`config.mk`:
```
export PLATFORM = sky130hd
export DESIGN_NAME = macro_cnt_decr_credit
export DESIGN_NICKNAME = d
export VERILOG_FILES = /design/src/rtl/macro_cnt_decr_pkg.sv /design/src/rtl/macro_cnt_decr_credit_rom.sv /design/src/rtl/macro_cnt_decr_credit.sv
export SDC_FILE = /design/constraint.sdc
export NUM_CORES = 1
export LEC_CHECK = 0
export ABC_AREA = 1
export CORE_MARGIN = 2
export CORE_UTILIZATION = 25
export DETAILED_ROUTE_END_ITERATION = 16
export GPL_ROUTABILITY_DRIVEN = 0
export MAX_ROUTING_LAYER = met4
export PLACE_DENSITY = 0.57
export RECOVER_POWER = 100
export SLEW_MARGIN = 10
export SYNTH_ARGS = -nofsm -noshare
export SYNTH_HDL_FRONTEND = slang
export SYNTH_HIERARCHICAL = 1
export SYNTH_SLANG_ARGS = --single-unit
```
`constraint.sdc`:
```
create_clock -name clk -period 3.7 [get_ports clk]
set_input_delay 0.555 -clock clk [delete_from_list [all_inputs] [get_ports clk]]
set_output_delay 0.555 -clock clk [all_outputs]
set_load 0.05 [all_outputs]
```
`src/rtl/macro_cnt_decr_pkg.sv`:
```
// macro_cnt_decr_pkg: shared constants for the credit down-counter and its decrement ROM slices.
// Revision 1.0
`default_nettype none

package macro_cnt_decr_pkg;

  localparam int SLICE_W = 3;

  localparam logic [1:0] ST_IDLE      = 2'd0;
  localparam logic [1:0] ST_ACTIVE    = 2'd1;
  localparam logic [1:0] ST_EXHAUSTED = 2'd2;

endpackage

`default_nettype wire

```
`src/rtl/macro_cnt_decr_credit_rom.sv`:
```
// macro_rom_decr3: 3-bit decrement ROM slice, q = d - 1 mod 8, b flags a borrow out (d == 0).
// Revision 1.0
`default_nettype none

module macro_rom_decr3 (
  input  logic [2:0] d,
  output logic [2:0] q,
  output logic       b
);

  always_comb begin
    q = 3'd0;
    b = 1'b0;
    case (d)
      3'd0: begin q = 3'd7; b = 1'b1; end
      3'd1: q = 3'd0;
      3'd2: q = 3'd1;
      3'd3: q = 3'd2;
      3'd4: q = 3'd3;
      3'd5: q = 3'd4;
      3'd6: q = 3'd5;
      3'd7: q = 3'd6;
      default: begin q = 3'd0; b = 1'b0; end
    endcase
  end

endmodule

`default_nettype wire

```
`src/rtl/macro_cnt_decr_credit.sv`:
```
// macro_cnt_decr_credit: loadable credit down-counter built from cascaded 3-bit decrement ROMs.
// Optional periodic reload when MACRO_CNT_DECR_AUTO_RELOAD_EN is defined. Revision 1.0
`default_nettype none

module macro_cnt_decr_credit
  import macro_cnt_decr_pkg::*;
#(
  parameter int SLICES = 2
) (
  input  logic                     clk,
  input  logic                     resetn,
  input  logic                     i_load_valid,
  input  logic [SLICE_W*SLICES-1:0] i_load_value,
  input  logic                     i_take_valid,
  output logic                     o_take_ready,
  output logic [SLICE_W*SLICES-1:0] o_count,
  output logic                     o_zero,
  output logic                     o_done
);

  localparam int CNT_W = SLICE_W * SLICES;
  localparam logic [CNT_W-1:0] CNT_ONE = {{(CNT_W-1){1'b0}}, 1'b1};

  logic [1:0]       state;
  logic [1:0]       state_next;
  logic [CNT_W-1:0] count_next;
  logic             done_next;
  logic [CNT_W-1:0] decr;
  logic [SLICES:0]  en;
  logic [SLICES-1:0] borrow;
  logic             take;
  logic             last_take;

  assign take      = i_take_valid & o_take_ready;
  assign last_take = take & (o_count == CNT_ONE) & ~i_load_valid;
  assign en[0]     = take;

  // Each slice decrements only when every lower slice is at zero and borrows.
  for (genvar k = 0; k < SLICES; k++) begin : g_slice
    logic [SLICE_W-1:0] q;

    macro_rom_decr3 u_rom (
      .d (o_count[k*SLICE_W +: SLICE_W]),
      .q (q),
      .b (borrow[k])
    );

    assign en[k+1] = en[k] & borrow[k];
    assign decr[k*SLICE_W +: SLICE_W] = en[k] ? q : o_count[k*SLICE_W +: SLICE_W];
  end

`ifdef MACRO_CNT_DECR_AUTO_RELOAD_EN
  logic [CNT_W-1:0] reload;

  always_ff @(posedge clk or negedge resetn) begin
    if (!resetn) begin
      reload <= '0;
    end else if (i_load_valid) begin
      reload <= i_load_value;
    end
  end
`endif

  always_ff @(posedge clk or negedge resetn) begin
    if (!resetn) begin
      state <= ST_IDLE;
    end else begin
      state <= state_next;
    end
  end

  always_ff @(posedge clk or negedge resetn) begin
    if (!resetn) begin
      o_count <= '0;
      o_done  <= 1'b0;
    end else begin
      o_count <= count_next;
      o_done  <= done_next;
    end
  end

  always_comb begin
    state_next = state;
    if (i_load_valid) begin
      state_next = (i_load_value != '0) ? ST_ACTIVE : ST_EXHAUSTED;
    end else if (last_take) begin
`ifdef MACRO_CNT_DECR_AUTO_RELOAD_EN
      state_next = ST_ACTIVE;
`else
      state_next = ST_EXHAUSTED;
`endif
    end
  end

  // A load overrides any simultaneous take; borrow out of the top slice would mean a wrap, so hold instead.
  always_comb begin
    count_next = o_count;
    done_next  = 1'b0;
    if (i_load_valid) begin
      count_next = i_load_value;
    end else if (last_take) begin
      done_next = 1'b1;
`ifdef MACRO_CNT_DECR_AUTO_RELOAD_EN
      count_next = reload;
`else
      count_next = decr;
`endif
    end else if (take && !en[SLICES]) begin
      count_next = decr;
    end
  end

  always_comb begin
    o_take_ready = (state == ST_ACTIVE);
    o_zero       = (o_count == '0);
  end

endmodule

`default_nettype wire
```
* Word-level counts from Yosys, hierarchy flattened
Cells that the tools add are included. Widths: inputs -> output; s select.
Operators by class: eq/ne operators 16, mux-type cells 14, bitwise operators 6, reduce and logical (&&, ||, !) cells 8
Operators by type and width (number):
- $pmux 3 s8 | 2
- $eq 3x3->1 const B | 8
- $mux 6 | 3
- $eq 3x2->1 const B | 4
- $eq 3x1->1 const B | 2
- $eq 6x1->1 const B | 1
- $logic_not 3->1 | 2
- $logic_not 6->1 | 1
- $mux 2 | 3
- $mux 3 | 2
- $reduce_bool 6->1 | 1
- $and 1x1->1 | 5
- $mux 1 | 4
- $reduce_bool 3->1 | 1
- $eq 2x1->1 const B | 1
- $reduce_bool 2->1 | 1
- $logic_and 1x1->1 | 1
- $logic_not 1->1 | 1
- $not 1->1 | 1
Storage, ports and cells: register bits after elaboration 9, input bits 10

* Longest topological paths before layout
depth after elaboration 9, depth in mapped cells 9, depth with buffers taken out 9

* Cells and area by module
Netlist, hierarchy kept.
Modules (own cells, without submodules):
- macro_cnt_decr_credit | instances 1, cells an instance 73, area each 553.0 µm²
- macro_rom_decr3 | instances 2, cells an instance 10, area each 45.0 µm²

* Least setup slack after synthesis
No wires, ideal clock.
kind register -> output, start point register o_count[1], end point output port o_zero, data arrival time 2411 ps, required time 3145 ps, slack 734 ps, stages on the path, launching flop included 4, path through dfrtp_1 nor3_2 inv_1 nor4_1
Between the ends: longest elaborated chain between the ends 1
Ends and longest elaborated chain:
- from (decl) | line macro_cnt_decr_credit.sv:16 | output logic [SLICE_W*SLICES-1:0] o_count,
- from (signal assigned) | line macro_cnt_decr_credit.sv:77 | o_count <= count_next;
- $logic_not 6->1 | line macro_cnt_decr_credit.sv:115 | o_zero = (o_count == '0);
- to (decl) | line macro_cnt_decr_credit.sv:17 | output logic o_zero,
Every way passes these cells.

* Final worst setup path
Same ends and word-level chain as after synthesis.

==> summary.txt <==
Status
  • Status: finished clean

Clock network
  • CTS tree: done
  • Worst-Skew Late Latency: 0.27 ns
  • PostCTS Resize Cnt: 0
  • CTS H-tree lvls: 1
  • Clock transition at path regs: 0.07 ns
  • Post-CTS setup buffer count: 0
  • Clk sinks: 9
  • Root Buffer: clkbuf_4
  • Number of clock buffers inserted by TritonCTS: 3
  • Hold-fix buffers, CTS: 0
  • Clk buf depth: 2

STA
  • Clk_skew: a little under 0.005 ns
  • Final Worst Setup Slack: around 1.1 ns
  • Fin Setup TNS: 0 ns
  • Tmin final: 2.64 ns
  • Fmax: 379 MHz
  • Worst Max-Slew Pin Slew: 0.510 ns
  • Period utilization: 71.2%
  • Slew margin rel.: between 60% and 70%
  • Final setup violation count: 0
  • Fin. Hold Viols: 0
  • Unrepaired setup endpoints after global routing: no
  • Max-slew violations: 0

Synthesis
  • Register bit count reported by yosys: 9
  • Syn_nets: ~100
  • Synth cell types: 19
  • Ys Warns: 6
  • Largest cells by area after synthesis: dfrtp_1 (35%), nand2_1 (20%), inv_1 (7.0%), nand3_1 (4.7%), nand2_2 (3.9%)
  • Post-Synthesis Cells: between 90 and 100
  • Sequential fraction of the synthesis area: between 30% and 40%
  • Mean cell area of the mapped netlist: 6.92 um^2
  • Yosys top cell by area: dfrtp_1
  • Cell area after synthesis: 643 um^2
  • Post-synth top area share: 35.0%

Layout
  • Multi-input gate area: 330 um^2
  • Commonest non-fill, non-tap cell in the layout: nand2_1
  • Leading cell types in the layout, fill and taps excluded: nand2_1 (35), inv_1 (12), dlygate4sd3_1 (11)
  • Layout cells sized above 1: 14.9%
  • Post-route cell area: 856 um^2
  • FF/Latch Area: 225 um^2
  • # fillers: around 280
  • Antenna cells: 0
  • Area growth syn-to-layout: 33.1%
  • Layout net count: 125

Route
  • DR vias/cell: approximately 4.5
  • Vias: ~650
  • DR iter-0 viols: 12
  • Residual DRC: 0
  • Overall routed net length: between 1.5 and 2 mm
  • DR WL/cell: 11.4 um
  • DRT Pass-1 Iters: 4
  • Final ANT Viol Nets: 0

Global routing
  • Overflow after GRT: 0
  • First-pass GRT wire length: 2.69 mm
  • Initial antenna violation count: 0
  • Largest net degree at the start of global routing: 12
  • GRT Util Overall: 13.6%
  • Vias in the first global route: 616

Die
  • Initial Util: between 20% and 30%
  • Die X: 54.7 um
  • Area of the core: 2450 um^2
  • Die area: between 2000 and 3000 um^2
  • # IOs: 19
  • Floorplan row count: 18
  • Die Y-Extent: 54.7 um

Worst hold path
  • Worst hold path class: flip-flop to flip-flop

Power
  • Power Density: 530 nW/um^2
  • Leakage: 0.440 nW
  • Total design power: 0.000454 W
  • Peak supply drop: 0.215 mV

Worst setup path
  • Arr. time, crit path: 2.08 ns
  • CP Launch Type: flip-flop
  • CP endpoint kind: output port
  • Crit Path Class: flip-flop to output port
  • FF-to-FF setup slack: 2.07 ns
  • Crit-path max FO: 6
  • Data required, critical path: 3.14 ns

Placement
  • DP Worst Slack: about 1.4 ns
  • Post-DP HPWL: about 1.2 mm
  • Port buffer count: 18
  • Cell Area, Placed: ~850 um^2

Flow run
  • Max Cap Viol: 0
-- layout make-up --
class	count	area share, %
inverters	15	6.58
well taps	30	4.39
multi-input cells	68	38.6
flip-flops and latches	9	26.3
clock buffers	4	3.07
repair buffers	18	21.1
-- cells in the mapped netlist (all sizes together) --
library cell	count
nor4	2
dfrtp	9
nand3	9
o21ai	9
nor3	1
inv	15
buf	1
nand2	39
nor2	7
nand4	1
-- power by group --
group	leakage (nW)	internal (W)	switching, W
logic	0.314	0.0000736	0.000148
clock network	0.0150	0.0000418	0.0000409
registers	0.111	0.000117	0.0000324
-- through the flow --
| stage | std cells | utilization [%] | hold slack, ns |
|---|---|---|---|
| after floorplan | 93 | - | 0.259 |
| final | 144 | 34.9 | 0.587 |
| after CTS | 144 | 35.7 | 0.594 |
| after global placement | 140 | 34.6 | 0.568 |
| after global routing | 144 | 34.9 | 0.617 |
| after detailed placement | 140 | 34.6 | 0.577 |
-- worst max-delay path, cell delays in order (launching register included) --
cell and delay, ns:
dfrtp_1 0.46, nor3_2 0.22, inv_1 0.08, nor4_1 0.14, dlygate4sd3_1 0.91
-- cell families (layout without fill, tap and decap cells) --
kind of cell / after synthesis / count (layout) / share of synthesized area, %
compound gates: 9 / 9 / 7.59
buf+inv: 16 / 37 / 10.5
simple gates: 59 / 59 / 46.9
flops: 9 / 9 / 35.0
-- per-layer routing --
layer | global-route usage (%) | up-vias | share of wire, %
li1 | - | 336 | -
met1 | 16.1 | 276 | 47
met2 | 22.0 | 25 | 45
met3 | 1.64 | 8 | 5.1
met4 | 7.50 | 0 | 2.4
met5 | - | - | 0
-- flip-flops by register name, summed over array words and instances, names as in the netlist --
| register | count |
|---|---|
| o_count | 6 |
| o_done | 1 |
| state | 2 |
-- worst paths after layout --
kind,start,end,depth (start not counted)
max reg2reg,o_count[1],o_count[0],7
min,o_count[4],o_count[4],2
min in group asynchronous,resetn,o_count[0],1
max,o_count[1],o_zero,4
min reg2reg,o_count[4],o_count[4],2
max in group asynchronous,resetn,o_count[5],1
No activity file was read; power rests on OpenSTA's default activity.
